## config.mk

```make
export PLATFORM = sky130hd
export DESIGN_NAME = video_timing_gen
export DESIGN_NICKNAME = d
export VERILOG_FILES = /design/src/rtl/video_timing_gen.sv
export SDC_FILE = /design/constraint.sdc
export NUM_CORES = 1
export LEC_CHECK = 0
export ABC_CLOCK_PERIOD_IN_PS = 2900
export BUFFER_PORTS_ARGS = -buffer_cell sky130_fd_sc_hd__buf_2
export CAP_MARGIN = 0
export CELL_PAD_IN_SITES_DETAIL_PLACEMENT = 1
export CELL_PAD_IN_SITES_GLOBAL_PLACEMENT = 2
export CORE_MARGIN = 2
export CORE_UTILIZATION = 33
export DETAILED_ROUTE_END_ITERATION = 12
export PLACE_DENSITY_LB_ADDON = 0.1
export SYNTH_ARGS = -nofsm -noshare
export SYNTH_HDL_FRONTEND = slang
export SYNTH_SLANG_ARGS = --single-unit
```

## constraint.sdc

```tcl
create_clock -name I_pxl_clk -period 2.9 [get_ports I_pxl_clk]
set_clock_uncertainty 0.2 [all_clocks]
set_input_delay 0.58 -clock I_pxl_clk [delete_from_list [all_inputs] [get_ports I_pxl_clk]]
set_output_delay 0.58 -clock I_pxl_clk [all_outputs]
set_load 0.01 [all_outputs]
```

## src/rtl/video_timing_gen.sv

```systemverilog
// video_timing_gen: raster timing for 800x600 / 1024x768 / 1280x720 with HS, VS, DE, fetch request and SOF.
// Latency: every output is registered one cycle behind the h/v counter state; O_req leads O_de by PREFETCH cycles.
// Backpressure: none, the raster free-runs while I_enable is high and parks at h=0,v=0 with idle outputs while low.
// Build option: define VTG_COORD_EN to include the O_x/O_y coordinate logic; otherwise both are tied to 0.
module video_timing_gen #(
  parameter int         CNT_W        = 12,
  parameter logic [1:0] DEFAULT_MODE = 2'd2,
  parameter int         PREFETCH     = 2,
  parameter bit         HS_POL       = 1'b1,
  parameter bit         VS_POL       = 1'b1
) (
  input  logic             I_pxl_clk,
  input  logic             I_rst,
  input  logic             I_enable,
  input  logic [1:0]       I_mode,
  output logic             O_hs,
  output logic             O_vs,
  output logic             O_de,
  output logic             O_req,
  output logic [CNT_W-1:0] O_x,
  output logic [CNT_W-1:0] O_y,
  output logic             O_sof,
  output logic [1:0]       O_mode,
  output logic             O_mode_err
);

  typedef struct packed {
    logic [CNT_W-1:0] h_total;
    logic [CNT_W-1:0] h_sync;
    logic [CNT_W-1:0] h_bp;
    logic [CNT_W-1:0] h_res;
    logic [CNT_W-1:0] v_total;
    logic [CNT_W-1:0] v_sync;
    logic [CNT_W-1:0] v_bp;
    logic [CNT_W-1:0] v_res;
  } timing_t;

  // Mode 3 is never applied by the sampler; it falls back to the 720p table
  function automatic timing_t mode_timing(input logic [1:0] mode);
    timing_t t;
    case (mode)
      2'd0: t = '{h_total: CNT_W'(1056), h_sync: CNT_W'(128), h_bp: CNT_W'(88),  h_res: CNT_W'(800),
                  v_total: CNT_W'(628),  v_sync: CNT_W'(4),   v_bp: CNT_W'(23),  v_res: CNT_W'(600)};
      2'd1: t = '{h_total: CNT_W'(1344), h_sync: CNT_W'(136), h_bp: CNT_W'(160), h_res: CNT_W'(1024),
                  v_total: CNT_W'(806),  v_sync: CNT_W'(6),   v_bp: CNT_W'(29),  v_res: CNT_W'(768)};
      default: t = '{h_total: CNT_W'(1650), h_sync: CNT_W'(40), h_bp: CNT_W'(220), h_res: CNT_W'(1280),
                     v_total: CNT_W'(750),  v_sync: CNT_W'(5),  v_bp: CNT_W'(20),  v_res: CNT_W'(720)};
    endcase
    return t;
  endfunction

  logic [1:0]       r_mode;
  logic             r_mode_err;
  logic [CNT_W-1:0] r_h_cnt;
  logic [CNT_W-1:0] r_v_cnt;
  logic             r_hs;
  logic             r_vs;
  logic             r_de;
  logic             r_req;
  logic             r_sof;

  timing_t          w_t;
  logic [CNT_W-1:0] w_h_start;
  logic [CNT_W-1:0] w_h_end;
  logic [CNT_W-1:0] w_v_start;
  logic [CNT_W-1:0] w_v_end;
  logic             w_h_last;
  logic             w_v_last;
  logic             w_frame_end;
  logic             w_h_act;
  logic             w_v_act;
  logic [CNT_W:0]   w_h_ahead;
  logic             w_req_act;
  logic             w_de_act;
  logic             w_sof_act;

  assign w_t       = mode_timing(r_mode);
  assign w_h_start = w_t.h_sync + w_t.h_bp;
  assign w_h_end   = w_h_start + w_t.h_res;
  assign w_v_start = w_t.v_sync + w_t.v_bp;
  assign w_v_end   = w_v_start + w_t.v_res;

  assign w_h_last    = (r_h_cnt == w_t.h_total - CNT_W'(1));
  assign w_v_last    = (r_v_cnt == w_t.v_total - CNT_W'(1));
  assign w_frame_end = w_h_last && w_v_last;

  assign w_h_act  = (r_h_cnt >= w_h_start) && (r_h_cnt < w_h_end);
  assign w_v_act  = (r_v_cnt >= w_v_start) && (r_v_cnt < w_v_end);
  assign w_de_act = w_h_act && w_v_act;

  // The request window is the DE window evaluated PREFETCH pixels ahead on the same line;
  // the extra bit keeps the look-ahead from wrapping near the end of the counter range
  assign w_h_ahead = {1'b0, r_h_cnt} + (CNT_W+1)'(PREFETCH);
  assign w_req_act = w_v_act && (w_h_ahead >= {1'b0, w_h_start}) && (w_h_ahead < {1'b0, w_h_end});

  assign w_sof_act = (r_h_cnt == w_h_start) && (r_v_cnt == w_v_start);

  // Raster counters: park at the origin while disabled, otherwise walk the frame
  always_ff @(posedge I_pxl_clk or posedge I_rst) begin
    if (I_rst) begin
      r_h_cnt <= '0;
      r_v_cnt <= '0;
    end else if (!I_enable) begin
      r_h_cnt <= '0;
      r_v_cnt <= '0;
    end else if (w_h_last) begin
      r_h_cnt <= '0;
      r_v_cnt <= w_v_last ? '0 : r_v_cnt + CNT_W'(1);
    end else begin
      r_h_cnt <= r_h_cnt + CNT_W'(1);
    end
  end

  // Mode is only sampled on the last pixel of a frame, independent of I_enable on that cycle
  always_ff @(posedge I_pxl_clk or posedge I_rst) begin
    if (I_rst) begin
      r_mode     <= DEFAULT_MODE;
      r_mode_err <= 1'b0;
    end else if (w_frame_end) begin
      if (I_mode == 2'd3) begin
        r_mode_err <= 1'b1;
      end else begin
        r_mode <= I_mode;
      end
    end
  end

  // Registered sync/enable outputs, forced idle while disabled
  always_ff @(posedge I_pxl_clk or posedge I_rst) begin
    if (I_rst) begin
      r_hs  <= ~HS_POL;
      r_vs  <= ~VS_POL;
      r_de  <= 1'b0;
      r_req <= 1'b0;
      r_sof <= 1'b0;
    end else if (!I_enable) begin
      r_hs  <= ~HS_POL;
      r_vs  <= ~VS_POL;
      r_de  <= 1'b0;
      r_req <= 1'b0;
      r_sof <= 1'b0;
    end else begin
      r_hs  <= (r_h_cnt < w_t.h_sync) ? HS_POL : ~HS_POL;
      r_vs  <= (r_v_cnt < w_t.v_sync) ? VS_POL : ~VS_POL;
      r_de  <= w_de_act;
      r_req <= w_req_act;
      r_sof <= w_sof_act;
    end
  end

`ifdef VTG_COORD_EN
  logic [CNT_W-1:0] r_x;
  logic [CNT_W-1:0] r_y;

  // Coordinates relative to the first active pixel/line, zero outside the active window
  always_ff @(posedge I_pxl_clk or posedge I_rst) begin
    if (I_rst) begin
      r_x <= '0;
      r_y <= '0;
    end else if (I_enable && w_de_act) begin
      r_x <= r_h_cnt - w_h_start;
      r_y <= r_v_cnt - w_v_start;
    end else begin
      r_x <= '0;
      r_y <= '0;
    end
  end

  assign O_x = r_x;
  assign O_y = r_y;
`else
  assign O_x = '0;
  assign O_y = '0;
`endif

  assign O_hs       = r_hs;
  assign O_vs       = r_vs;
  assign O_de       = r_de;
  assign O_req      = r_req;
  assign O_sof      = r_sof;
  assign O_mode     = r_mode;
  assign O_mode_err = r_mode_err;

endmodule

```

* Word-level counts from Yosys, hierarchy flattened *
Cells that the tools add are included.

storage, ports and cells
  logic and storage cells = 57
  bits in registers = 32

cells by class
  equality and inequality tests = 7
  bitwise gates (word level) = 1
  reduce and logical (&&, ||, !) cells = 10
  $add $sub $neg = 9
  mux-type cells = 13
  magnitude comparators = 8

operators with widths
  cell                                                   count
  case mux 94 bit (2 select lines)                       1
  2-to-1 mux 12 bit                                      5
  adder 12 bit                                           4
  == test 12 bit                                         4
  less-than comparator 12 bit                            4
  adder 12 x 1 -> 12 bit, second input constant          2
  greater-or-equal comparator 12 bit                     2
  subtractor 12 x 1 -> 12 bit, second input constant     2
  adder 12 x 2 -> 13 bit, second input constant          1
  greater-or-equal comparator 13 x 12 -> 1 bit           1
  less-than comparator 13 x 12 -> 1 bit                  1
  logical AND 1 bit                                      7
  2-to-1 mux 1 bit                                       7
  AND reduction 2 bit                                    2
  == test 2 x 1 -> 1 bit, second input constant          1
  == test 2 bit, second input constant                   1
  logical NOT 2 bit                                      1
  inequality test 2 x 1 -> 1 bit, second input constant  1
  inverter 1 bit                                         1

* Longest topological paths before layout *
Gate-level depths: netlist of run 1.

  word-level depth = 9
  depth in mapped cells = 10
  depth with buffers taken out = 10

* Worst setup path before layout of run 1 *
No wires, ideal clock.

  path type = register to register
  start = register r_mode[0], in the netlist O_mode[0]
  end = register r_v_cnt[6]
  slack = -118 ps
  library setup time = 79 ps
  stages on the path, launching flop included = 10
  arrival time = 2739 ps
  data required time = 2621 ps
  cell sequence = dfrtp_1 nor2b_1 inv_1 ha_1 a21boi_0 xnor2_1 nor2_1 clkbuf_1 or4b_2 a21oi_1

between the ends
  longest elaborated chain between the ends = 7

ends and longest elaborated chain
  item                                                                RTL line  text
  from (decl)                                                         52        logic [1:0] r_mode;
  from (signal assigned)                                              123       r_mode <= I_mode;
  == test 2 x 1 -> 1 bit / logical NOT 2 bit (equally long branches)  41        case (mode)
  case mux 94 bit (2 select lines) (*)                                41
  subtractor 12 x 1 -> 12 bit                                         84        assign w_v_last = (r_v_cnt == w_t.v_total - CNT_W'(1));
  == test 12 bit                                                      84
  2-to-1 mux 12 bit                                                   108       r_v_cnt <= w_v_last ? '0 : r_v_cnt + CNT_W'(1);
  2-to-1 mux 12 bit                                                   106       end else if (w_h_last) begin
  2-to-1 mux 12 bit                                                   103       end else if (!I_enable) begin
  to (signal assigned)                                                108
  to (decl)                                                           55        logic [CNT_W-1:0] r_v_cnt;

Every way passes the cells marked *; elsewhere a longest branch is shown, timed or not. The select of a mux whose other input is x is not followed.
A chain may end at the register's enable or synchronous reset.

* Worst setup path in the final report of run 1 *
  start = register r_mode[1], in the netlist O_mode[1]
  end = register r_v_cnt[10]

The elaborated chain is that of the path after synthesis.

==> flow_summary.ini, run 1 <==
[clocking]
clk_latency_ns = 0.30
postCtsHoldBufs = 0
clockRootBuffer = clkbuf_8
cts.clk_slew.worst_paths_ns = 0.09
cts_max_level = 2
cts.sink_count = 32
clockBufferDepth = 2
cts_tree = built
cts_inserted_buffers = 5

[status]
status = finished, final reports clean

[route]
first_pass_iters = 4
drt_wl_total_um = 9520
drtIter0Drc = 49
drtAntennaViolNets = 0
wl_per_cell_um = 19.0
drcViolationCount = 0
via_per_inst = 5.35
vias = 2673

[sta]
hold_violations = 0
finalSetupTns_ns = 0
timing.final.crit_share = 0.955
max-slew-margin-rel = 0.579
timing.fmax_ghz = 0.361
rsz0062_at_grt = false
worst_pin_slew_ns = 0.626
finalMaxSlewViolations = 0
holdWs_ns = 0.166
fin_crit_ns = 2.77
setup_viol = 0

[yosys]
synth.avg_cell_area_um2 = 8.85
synth_edf_count = 0
async_reset_ff_frac = 1.00
ys_warn_count = 0
syn-cell-area_um2 = 3080
synth-main-ff-cell = dfrtp_1
synth_cell_type_count = 54
yosys.area_share.simple = 0.217
ys_seq_area_frac = 0.260
synth_compound_area_frac = 0.165
synthCells = 348
synth_xor_area_frac = 0.0654
synth_top_family_by_area = simple AND/OR/NAND/NOR gates
synthAdderAreaFrac = 0.195
ys_ff_latch = 32
synthMuxAreaShare = 0

[placement]
port_buffers = 12
place_hpwl_um = 7410
gp_congestion = 0.902

[power_and_ir_drop]
vdd_drop_max_mv = 0.235
powerDensity_nw_per_um2 = 308
total_power_mw = 1.09
p_leak_nw = 1.73

[global_routing]
antenna_found_initial = 0
grt_pass1_wl_um = 15500
overflow = 0
grt_max_degree = 33
grt_usage = 0.200
grt_pass1_vias = 2854

[floorplan]
placement_rows = 35
core_area_um2 = 9150
dieArea_um2 = 10100
die_w_um = 101
initial_core_util = 0.337
ioPinCount = 37
die-height_um = 101

[finish]
nNetsFinal = 441
final_cell_mix = ha_1, dfrtp_1, buf_4
layout_commonest_cell = ha_1
drive_gt1_frac = 0.172
fillers = 1096
seqCellArea_um2 = 802
syn2layout_area_growth_pct = 14.7
multi_input_area_um2 = 2110
diodes = 0

[worst_setup_path]
max_stage_delay_ns = 0.64
cp.required_ns = 2.93
critPathTopFamily = simple AND/OR/NAND/NOR gates
crit_arrival_ns = 2.80
cp_max_fo = 10
cp-end-kind = register
cp-start-kind = register
crit_buf_inv = 2
cp_cell_sequence = buf_6 > ha_4 > nand4b_1 > nor4b_4 > a31oi_1 > buf_4 > or4_1 > a21oi_2
critical-path-slowest-cell = dfstp_2
path_class = reg -> reg

[worst_hold_path]
hp-class = in -> async

[flow_run]
maxCapViolations = 0
## cells by family (layout without fill, tap and decap cells)
family | count (synthesis) | in the layout
simple gates | 120 | 120
compound gates | 71 | 71
buf+inv | 52 | 69
fa+ha+maj | 48 | 48
flops | 32 | 32
xor+xnor | 23 | 23
other cells | 2 | 26
## sequential cells by signal (all words and copies together) (netlist names)
| register | cells |
|---|---|
| r_v_cnt | 12 |
| O_mode | 2 |
| O_hs | 1 |
| O_req | 1 |
| r_h_cnt | 12 |
| O_sof | 1 |
| O_vs | 1 |
| O_de | 1 |
| O_mode_err | 1 |
## routing by layer
layer  track usage  vias up  routed length [um]
li1              -     1304                   -
met1         0.261     1336                4490
met2         0.349       22                4730
met3        0.0257       11                 162
met4        0.0464        0                 138
met5             0        -                   0
## synth_stat cells, drive strengths merged, types with 2 or more instances
cell | n | share of area
a21o | 6 | 0.015
nand2b | 4 | 0.0081
o21a | 4 | 0.0097
a2111oi | 2 | 0.0057
nand3b | 2 | 0.0049
xnor2 | 11 | 0.031
a41oi | 2 | 0.0057
o31ai | 6 | 0.015
conb | 2 | 0.0024
or2 | 3 | 0.0069
ha | 48 | 0.19
xor2 | 12 | 0.034
o21bai | 3 | 0.0073
nor2b | 6 | 0.012
and3 | 5 | 0.010
or3 | 2 | 0.0041
a211oi | 2 | 0.0049
buf | 28 | 0.065
nand2 | 20 | 0.024
nand3 | 18 | 0.029
a2111o | 2 | 0.0073
or4 | 4 | 0.0097
nor4b | 2 | 0.011
inv | 16 | 0.019
or4b | 2 | 0.0065
nor4 | 8 | 0.016
nand4 | 7 | 0.016
nor3 | 8 | 0.013
and4 | 2 | 0.0057
clkbuf | 7 | 0.0085
o2111ai | 2 | 0.0057
nand4b | 4 | 0.011
a21boi | 3 | 0.0073
o41ai | 3 | 0.015
a31o | 2 | 0.0057
a21oi | 14 | 0.023
a31oi | 3 | 0.0061
dfrtp | 31 | 0.25
o21ai | 12 | 0.019
nor2 | 23 | 0.028
## power by group
group,internal [mW],switching [mW],leakage (nW)
registers,0.454,0.00760,0.435
logic,0.0658,0.111,1.24
clock network,0.255,0.196,0.0552
## stage by stage
stage	setup slack [ns]	utilization	cells	area, um^2
2_1_floorplan	0.0292	-	372	3170
3_3_place_gp	0.137	0.367	489	3360
3_5_place_dp	0.100	0.367	489	3360
4_1_cts	0.0692	0.379	497	3470
5_1_grt	0.0163	0.386	500	3530
6_report	0.130	0.386	500	3530
## what timing repair did
action,CTS,global route
endpoints found under the hold margin,0,0
setup endpoints to repair,0,20
setup buffers,0,3
gates resized for setup,0,8
## final cells by class
class	instances	area share
well taps	111	0.0393
inverters	17	0.0184
repair buffers	44	0.0871
multi-input cells	288	0.598
clock inverters	2	0.00992
clock buffers	6	0.0205
flip-flops and latches	32	0.227
## worst register-to-register path: stages (launching register included)
cell	delay, ns
dfstp_2	0.64
buf_6	0.15
ha_4	0.15
nand4b_1	0.16
nor4b_4	0.42
a31oi_1	0.15
buf_4	0.19
or4_1	0.49
a21oi_2	0.14
## path summary, 6_finish.rpt
path	depth (start not counted)	start	slack, ns	end
worst max-delay path	8	O_mode[1]	0.13	r_v_cnt[10]
worst max register to register	8	O_mode[1]	0.13	r_v_cnt[10]
min in group I_pxl_clk	1	O_mode_err	0.28	O_mode_err
worst min register to register	1	O_mode_err	0.28	O_mode_err
max in group asynchronous	3	I_rst	1.98	r_h_cnt[7]
worst min-delay path	3	I_rst	0.17	O_sof
(Power assumes the default switching activity.)
==> inputs of run 2 (changes only) <==
Settings changed: CORE_ASPECT_RATIO from default to 1.5.
==> run 2 against run 1 <==
Setup slack better by 0.032 ns. Fmax increased by 1.2%. Combinational power hardly changed. First-iteration DRC count up 29%. Sequential share of layout area is 0.43 points lower. Non-clock buffer count up 4. Total power up 16%. Highest routed layer unchanged. Register-to-register slack improved by 0.03 ns. Critical path type unchanged. Via count grew 0.30%. Routed wire length is 2.2% higher. Largest power group is now the clock network. Die area rose by 0.16%.
==> flow_summary.ini, run 2 (synthesized netlist as in run 1, its figures left out) <==
[route]
vias = 2681
first_pass_iters = 4
via_per_inst = 5.31
drcViolationCount = 0
drtIter0Drc = 63
wl_per_cell_um = 19.3
drtAntennaViolNets = 0
drt_wl_total_um = 9730

[worst_setup_path]
cp_max_fo = 7
path_class = reg -> reg
cp-start-kind = register
critPathTopFamily = simple AND/OR/NAND/NOR gates
startpoint = O_mode[1]
crit_arrival_ns = 2.75
ff2ff_path_depth = 9
cp-end-kind = register
crit_path_end = r_v_cnt[10]
timing.rr.start = O_mode[1]
path_depth = 9
critical-path-slowest-cell = or4_1
cp_cell_sequence = clkbuf_2 > or2_2 > ha_1 > a21boi_1 > xnor2_1 > nor2_1 > buf_4 > or4_1 > a21oi_1
reg2reg_setup_slack_ns = 0.16
max_stage_delay_ns = 0.51
r2r_end = r_v_cnt[10]
cp.required_ns = 2.91
crit_buf_inv = 2

[placement]
port_buffers = 12
dp_cells = 494
post_dp_cell_area_um2 = 3390
gp_congestion = 0.832
place_hpwl_um = 7910

[sta]
finalMaxSlewViolations = 0
timing.final.crit_share = 0.944
timing.fmax_ghz = 0.365
rsz0062_at_grt = false
hold_violations = 0
setup_viol = 0
fin_crit_ns = 2.74
holdWs_ns = 0.176

[finish]
fillers = 1125
nNetsFinal = 445
stdcell_count = 505
syn2layout_area_growth_pct = 16.9
design_area_um2 = 3600
diodes = 0
drive_gt1_frac = 0.181
final_cell_mix = ha_1, buf_4, dfrtp_1
layout_commonest_cell = ha_1

[flow_run]
maxCapViolations = 0

[clocking]
cts_inserted_buffers = 5
cts_tree = built
cts_max_level = 2
cts.clk_slew.worst_paths_ns = 0.06
clk_latency_ns = 0.29
clockRootBuffer = clkbuf_16
cts.sink_count = 32
clockBufferDepth = 2
postCtsHoldBufs = 0

[floorplan]
ioPinCount = 37
die_w_um = 82.9
placement_rows = 43
initial_core_util = 0.337
die-height_um = 122
dieArea_um2 = 10100
core_area_um2 = 9150

[power_and_ir_drop]
clockPowerShare = 0.495
p_leak_nw = 1.77
internal-power_uw = 923
swShare = 0.267
vdd_drop_max_mv = 0.293
powerDensity_nw_per_um2 = 350
seqPwrFrac = 0.366
p_sw_uw = 336
total_power_mw = 1.26
pwr-share-comb = 0.139

[worst_hold_path]
hp-class = in -> async

[status]
status = finished, final reports clean

[global_routing]
grt_pass1_vias = 2785
antenna_found_initial = 0
grt_max_degree = 33
grt_usage = 0.198
grt_pass1_wl_um = 15400
overflow = 0
==> run 2: cell types whose count changed in the layout (fill, tap and decap cells not counted), moves of 2 or more <==
cell       delta
buf_4         +5
buf_6         -2
clkbuf_16     +5
clkbuf_8      -5
==> run 2: timing repair <==
action / CTS / global route
resized for setup: 1 / 3
endpoints found under the setup margin: 1 / 10
pin swaps: 0 / 2
endpoints found under the hold margin: 0 / 0
buffers inserted: 0 / 3
==> run 2: through the flow <==
| stage | utilization | TNS [ns] | setup WS, ns |
|---|---|---|---|
| final | 0.394 | 0 | 0.162 |
| after global routing | 0.394 | 0 | 0.00893 |
| after CTS | 0.390 | 0 | 0.0422 |
| after floorplan | - | 0 | 0.0292 |
| after global placement | 0.371 | 0 | 0.114 |
| after detailed placement | 0.371 | -0.00371 | -0.00371 |
==> run 2: power by group through the flow <==
stage / clock [mW] / sequential [mW] / combinational, mW
floorplan: 0 / 0.473 / 0.128
global placement: 0 / 0.470 / 0.169
detailed placement: 0 / 0.471 / 0.169
CTS: 0.642 / 0.463 / 0.171
global route: 0.658 / 0.462 / 0.198
finish: 0.623 / 0.461 / 0.175
==> run 2: cell type report <==
class	instances	area, um^2	area share
multi-input combinational	288	2100	0.583
clock buffer	5	125	0.0348
tap	112	140	0.0389
sequential	32	802	0.223
timing repair buffer	48	328	0.0911
inverter	17	65.1	0.0181
clock inverter	3	42.5	0.0118
==> run 2: worst min path at each step <==
| stage | startpoint | to | cells after the start |
|---|---|---|---|
| after detailed placement | O_mode_err | O_mode_err | 1 |
| after CTS | I_rst | O_de | 3 |
| after global routing | I_rst | O_de | 3 |
| after floorplan | r_v_cnt[11] | r_v_cnt[11] | 1 |
| after global placement | O_mode_err | O_mode_err | 1 |
| final | I_rst | O_de | 3 |
==> run 2: tightest hold or removal path, stage by stage <==
cell and delay, ns:
buf_2 0.09, inv_1 0.04, buf_4 0.38
==> run 2: routing by layer <==
| layer | GRT usage | part of all wire | vias up | routed length, um |
|---|---|---|---|---|
| met4 | 0.0676 | 0.025 | 0 | 248 |
| li1 | - | - | 1319 | - |
| met3 | 0.0215 | 0.013 | 14 | 131 |
| met1 | 0.203 | 0.38 | 1325 | 3740 |
| met5 | 0 | 0 | - | 0 |
| met2 | 0.410 | 0.58 | 23 | 5610 |
